--- config.mk ---
export PLATFORM = sky130hd
export DESIGN_NAME = denise_bitplane_serializer_flat
export DESIGN_NICKNAME = d
export VERILOG_FILES = /design/src/rtl/denise_bitplane_serializer_if.sv /design/src/rtl/denise_bitplane_serializer.sv /design/src/flat_wrapper.sv
export SDC_FILE = /design/constraint.sdc
export NUM_CORES = 1
export LEC_CHECK = 0
export ABC_AREA = 1
export ABC_CLOCK_PERIOD_IN_PS = 3300
export CAP_MARGIN = 20
export CORE_ASPECT_RATIO = 1.4
export CORE_MARGIN = 5
export CORE_UTILIZATION = 40
export DETAILED_ROUTE_END_ITERATION = 16
export GPL_ROUTABILITY_DRIVEN = 0
export PLACE_DENSITY = 0.63
export SYNTH_ARGS = -nofsm -noshare
export SYNTH_HDL_FRONTEND = slang
export SYNTH_SLANG_ARGS = --single-unit
--- constraint.sdc ---
create_clock -name clk -period 3.3 [get_ports clk]
set_input_delay 0.99 -clock clk [delete_from_list [all_inputs] [get_ports clk]]
set_output_delay 0.99 -clock clk [all_outputs]
set_load 0.01 [all_outputs]
--- src/rtl/denise_bitplane_serializer_if.sv ---
// denise_bitplane_serializer_if: BPLxDAT write bus, mode/scroll/bpu controls (master drives) and bpldata pixel output (slave drives)
interface denise_bitplane_serializer_if;
  logic        hires;
  logic        shres;
  logic [15:0] data_in;
  logic [7:0]  wr_plane;
  logic [3:0]  scroll_odd;
  logic [3:0]  scroll_even;
  logic [3:0]  bpu;
  logic [7:0]  bpldata;
  modport master (output hires, shres, data_in, wr_plane, scroll_odd, scroll_even, bpu, input bpldata);
  modport slave (input hires, shres, data_in, wr_plane, scroll_odd, scroll_even, bpu, output bpldata);
endinterface

--- src/rtl/denise_bitplane_serializer.sv ---
// denise_bitplane_serializer: 8-plane parallel-to-serial bitplane engine; ports clk, reset (sync, active-high), bus (slave: writes, mode, scroll, bpu in; bpldata out)
module denise_bitplane_serializer (
  input logic clk,
  input logic reset,
  denise_bitplane_serializer_if.slave bus
);
  logic [1:0]  phase_q, phase_d;
  logic        pending_q, pending_d;
  logic [15:0] hold_q [8];
  logic [15:0] hold_d [8];
  logic [15:0] shreg_q [8];
  logic [15:0] shreg_d [8];
  logic [15:0] dl_q [8];
  logic [15:0] dl_d [8];
  logic [7:0]  bpldata_q, bpldata_d, s, t;
  logic [3:0]  bpu_eff, sc;
  logic        shift_step, transfer;
  always_comb begin
    shift_step = bus.shres | (bus.hires ? phase_q[0] : &phase_q);
    transfer = shift_step & pending_q & ~bus.wr_plane[0];
    phase_d = phase_q + 2'd1;
    pending_d = bus.wr_plane[0] | (pending_q & ~transfer);
    bpu_eff = bus.bpu > 4'd8 ? 4'd8 : bus.bpu;
    sc = '0;
    s = '0;
    t = '0;
    bpldata_d = '0;
    for (int n = 0; n < 8; n++) begin
      sc = n[0] ? bus.scroll_even : bus.scroll_odd;
      s[n] = shreg_q[n][15];
      t[n] = sc == 4'd0 ? s[n] : dl_q[n][sc - 4'd1];
      hold_d[n] = bus.wr_plane[n] ? bus.data_in : hold_q[n];
      shreg_d[n] = !shift_step ? shreg_q[n] : transfer ? hold_q[n] : {shreg_q[n][14:0], 1'b0};
      dl_d[n] = shift_step ? {dl_q[n][14:0], s[n]} : dl_q[n];
      bpldata_d[n] = (4'(n) < bpu_eff) & t[n];
    end
  end
  always_ff @(posedge clk) begin
    if (reset) begin
      phase_q <= '0;
      pending_q <= 1'b0;
      bpldata_q <= '0;
      hold_q <= '{default: '0};
      shreg_q <= '{default: '0};
      dl_q <= '{default: '0};
    end else begin
      phase_q <= phase_d;
      pending_q <= pending_d;
      bpldata_q <= bpldata_d;
      hold_q <= hold_d;
      shreg_q <= shreg_d;
      dl_q <= dl_d;
    end
  end
  assign bus.bpldata = bpldata_q;
endmodule

--- src/flat_wrapper.sv ---
// flat-port wrapper written by rule: the top's interface ports become plain ports
module denise_bitplane_serializer_flat 
  (clk, reset, bus_hires, bus_shres, bus_data_in, bus_wr_plane, bus_scroll_odd, bus_scroll_even, bus_bpu, bus_bpldata);
  denise_bitplane_serializer_if bus_i ();
  input logic clk;
  input logic reset;
  input wire logic [$bits(bus_i.hires)-1:0] bus_hires;
  input wire logic [$bits(bus_i.shres)-1:0] bus_shres;
  input wire logic [$bits(bus_i.data_in)-1:0] bus_data_in;
  input wire logic [$bits(bus_i.wr_plane)-1:0] bus_wr_plane;
  input wire logic [$bits(bus_i.scroll_odd)-1:0] bus_scroll_odd;
  input wire logic [$bits(bus_i.scroll_even)-1:0] bus_scroll_even;
  input wire logic [$bits(bus_i.bpu)-1:0] bus_bpu;
  output wire logic [$bits(bus_i.bpldata)-1:0] bus_bpldata;
  assign bus_i.hires = bus_hires;
  assign bus_i.shres = bus_shres;
  assign bus_i.data_in = bus_data_in;
  assign bus_i.wr_plane = bus_wr_plane;
  assign bus_i.scroll_odd = bus_scroll_odd;
  assign bus_i.scroll_even = bus_scroll_even;
  assign bus_i.bpu = bus_bpu;
  assign bus_bpldata = bus_i.bpldata;
  denise_bitplane_serializer u_core (.clk(clk), .reset(reset), .bus(bus_i));
endmodule
==> After elaboration in Yosys (flattened, before gate mapping) <==
Index checks and enable logic that the tools add are counted.
{ "op_classes": {"bitwise": 15, "muxes": 34, "reduce_logical": 3, "magnitude_cmp": 11, "add_sub_neg": 3} }
{ "ops": {"columns": ["op", "n"], "rows": [
  ["$mux W16", 8],
  ["$bmux W1 S4", 8],
  ["$mux W1", 17],
  ["$lt A3 B4 Y1 const A", 4],
  ["$and A1 B1 Y1", 11],
  ["$lt A4 B5 Y1 const B", 2],
  ["$logic_not A4 Y1", 2],
  ["$lt A1 B4 Y1 const A", 2],
  ["$lt A2 B4 Y1 const A", 2],
  ["$sub A4 B1 Y4 const B", 2],
  ["$gt A4 B4 Y1 const B", 1],
  ["$mux W4", 1],
  ["$add A2 B1 Y2 const B", 1],
  ["$not A1 Y1", 2],
  ["$or A1 B1 Y1", 2],
  ["$reduce_and A2 Y1", 1]
]} }
{ "word_totals": {"input_bits": 40, "reg_bits": 395, "word_cells": 93} }

==> Logic depth before layout (Yosys ltp) <==
{ "depth": {"word_depth": 8, "depth_mapped": 12, "mapped_depth_nobuf": 10} }

==> Least setup slack after synthesis <==
No wires, ideal clock.
{ "synth_timing": {"path_kind": "input-to-reg", "start": "input port bus_scroll_even[0]", "end": "register u_core.bpldata_q[3], in the netlist u_core.bus.bpldata[3]", "slack_ps": 639, "arrival_ps": 2537, "path_stages": 12, "setup_ps": 124, "path_cell_list": "buf_2 > clkinv_1 > buf_2 > ha_1 > buf_2 > inv_1 > buf_2 > nand3_1 > nand3_1 > nand3_1 > nand2_1 > a21oi_1"} }
{ "synth_between": {"elab_chain_cells": 5} }
{ "synth_rtl": {"columns": ["item", "line", "source"], "rows": [
  ["start, declared", "flat_wrapper.sv:12", "input wire logic [$bits(bus_i.scroll_even)-1:0] bus_scroll_even;"],
  ["$sub A4 B1 Y4", "denise_bitplane_serializer.sv:31", "t[n] = sc == 4'd0 ? s[n] : dl_q[n][sc - 4'd1];"],
  ["$bmux W1 S4", "denise_bitplane_serializer.sv:31", null],
  ["$mux W1 (implied by the code)", "denise_bitplane_serializer.sv:31", null],
  ["$mux W1 *", "denise_bitplane_serializer.sv:31", null],
  ["$and A1 B1 Y1 *", "denise_bitplane_serializer.sv:35", "bpldata_d[n] = (4'(n) < bpu_eff) & t[n];"],
  ["end signal, assigned", "denise_bitplane_serializer.sv:49", "bpldata_q <= bpldata_d;"],
  ["end, declared", "denise_bitplane_serializer.sv:15", "logic [7:0] bpldata_q, bpldata_d, s, t;"]
]} }
Every way passes the cells marked *; elsewhere a longest branch is shown, timed or not. The select of a mux whose other input is x is not followed.
A chain may end at the register's enable or synchronous reset.

==> Worst setup path after layout <==
{ "layout_timing": {"start": "input port bus_scroll_even[0]", "end": "register u_core.bpldata_q[1], in the netlist u_core.bus.bpldata[1]"} }
Same word-level chain as after synthesis.

==> results.json <==
{
  "cts_resized": 0,
  "seq_area_frac_synth": 0.4746,
  "tritoncts": "done",
  "required_ns": 3.70,
  "synth_area_sq_um": 16660,
  "clkSinkCount": 395,
  "path_max_fanout": 34,
  "tns_ns": 0,
  "slew_violations": 0,
  "route.vias.total": 14461,
  "finalNonFillerCells": 2825,
  "antenna_found_initial": 5,
  "drt_wl_total_um": 40360,
  "rows": 88,
  "timing_worst_setup_path_type": "input port to register",
  "coreArea_sq_um": 41180,
  "synth_cell_types": 24,
  "yosys-top-cells-area": "dfxtp_1 47%, o21ai_0 11%, nand2_1 6.8%",
  "vdd.ir_drop.worst_v": 0.0004322,
  "setup_violations": 0,
  "worstMarginPinSlew_ns": 0.8353,
  "status": "finished clean",
  "ys_warn_count": 0,
  "clk_pin_slew_ns": 0.06,
  "drc": 0,
  "cts_buffers": 40,
  "wl_per_cell_um": 14.29,
  "hold_violations": 0,
  "fillCellCount": 4178,
  "hp-class": "register to register",
  "ios": 48,
  "grt_pass1_wl_um": 68020,
  "dpl.hpwl_um": 23840,
  "postCtsSetupBuffers": 0,
  "drtPass1Iterations": 5,
  "grt_pass1_vias": 14086,
  "htreeDepth": 2,
  "timing.final.crit_period_ns": 2.428,
  "grt_max_degree": 111,
  "clk_latency_ns": 0.54,
  "overflow": 0,
  "yosysTopAreaCell": "dfxtp_1",
  "die_x_um": 182.5,
  "drive_gt1_frac": 0.05037,
  "ctsHoldBuffers": 0,
  "hold_depth": 1,
  "p_leak_nw": 8.414,
  "syn_inst": 2292,
  "area_delta_synth_final_pct": 13.26,
  "ys_seq_elements": 395,
  "io_buffers": 47,
  "final_antenna_net_count": 0,
  "final_util": 0.4583,
  "power_mw": 11.16,
  "synth_nets": 2337,
  "die_y_um": 251.5,
  "start_kind": "input port",
  "slew_headroom": 0.4425,
  "period_share": 0.7358,
  "max_cap_viol_count": 0,
  "cts_buffer_depth": 3,
  "end_kind": "register",
  "yosysTopAreaCellShare": 0.4746,
  "dpl.cell_count": 2753,
  "crit_arrival_ns": 2.83,
  "powerDensity_nw_per_um2": 591.4,
  "dieArea_sq_um": 45890,
  "max_freq_mhz": 411.9,
  "finalNetCount": 2300,
  "start_util": 0.4046,
  "viasPerCell": 5.119,
  "skew_ns": 0.01142,
  "reg2regPathDepth": 9,
  "root_buffer": "clkbuf_16",
  "rsz0062_at_grt": "false",
  "grt.total_usage": 0.1729,
  "drt_iter0_drc": 1002,
  "syn_area_per_cell_sq_um": 7.269
}
-- power breakdown --
group | switching (mW) | internal [mW] | total [mW]
Clock | 1.86 | 2.59 | 4.46
Combinational | 0.853 | 0.525 | 1.38
Sequential | 0.185 | 5.14 | 5.33
Total | 2.90 | 8.26 | 11.2
-- cell usage in the layout, fill, tap and decap left out, types with 15 or more instances in the layout --
cell type        Yosys  final
nand3_1            116    116
a21oi_1            144    144
clkbuf_16            0     40
o21ai_0            382    382
clkdlybuf4s50_1      0     47
nor2_1             275    275
buf_4               11     32
nand2_1            301    301
inv_1              254    253
o21ai_1            104    104
o21bai_1           114    114
dfxtp_1            395    395
buf_12               0     15
-- registers in the layout (all words and copies together) (netlist names) --
register,cells
u_core.dl_q,128
u_core.hold_q,128
u_core.shreg_q,120
u_core.bus.bpldata,8
u_core.s,8
u_core.phase_q,2
u_core.pending_q,1
-- stage by stage --
step           area, sq um  hold slack, ns  setup slack, ns
2_1_floorplan        16660          0.4176           0.6388
3_3_place_gp         17580          0.4283           0.3351
3_5_place_dp         17580          0.4338           0.3340
4_1_cts              18870          0.4491           0.8279
5_1_grt              18870          0.4702           0.7792
6_report             18870          0.4480           0.8719
-- synth_stat cells (all sizes together) --
library cell / instances
a21oi: 144
a31oi: 6
buf: 76
clkbuf: 97
clkinv: 3
dfxtp: 395
ha: 5
inv: 255
nand2: 301
nand3: 118
nand4: 8
nor2: 275
nor3: 2
o211ai: 5
o21ai: 486
o21bai: 114
o221ai: 2
-- critical path, stage by stage --
cell and delay (ns):
clkdlybuf4s50_1 0.42, clkinv_1 0.07, buf_4 0.35, ha_1 0.21, nand3_1 0.29, o211ai_1 0.42, a21oi_1 0.07
-- area by class of cell --
type                       count  area, sq um  share of cell area
clock buffer                  56         1151             0.06100
timing repair buffer          94         1011             0.05357
tap                          540        675.6             0.03580
multi-input combinational   1466         7002              0.3710
antenna                        2        5.005           0.0002652
inverter                     258        983.4             0.05212
sequential                   395         7908              0.4190
clock inverter                14        135.1            0.007161
-- final timing paths --
path                           end  slack (ns)                from
max reg2reg     u_core.shreg_q[38]        1.37   u_core.phase_q[0]
min reg2reg      u_core.phase_q[0]        0.45   u_core.phase_q[0]
min              u_core.phase_q[0]        0.45   u_core.phase_q[0]
max          u_core.bus.bpldata[1]        0.87  bus_scroll_even[0]
-- cells by family (layout without fill, tap and decap cells) --
group / Yosys count / count (layout) / share of synthesized area
buffers and inverters: 431 / 422 / 0.1056
other: 0 / 2 / 0
adder cells (fa/ha/maj): 5 / 5 / 0.003755
AO/OA/AOI/OAI: 757 / 757 / 0.2462
AND/OR/NAND/NOR: 704 / 704 / 0.1699
flip-flops: 395 / 395 / 0.4746
-- metal layers --
layer	global-route usage	up-vias	share of wire
met4	0.04827	6	0.019
met2	0.3063	262	0.49
met5	0	-	0.00082
met1	0.2155	6741	0.44
met3	0.03086	64	0.047
li1	-	7388	-
Note: power is estimated with default switching activity, not from simulation.
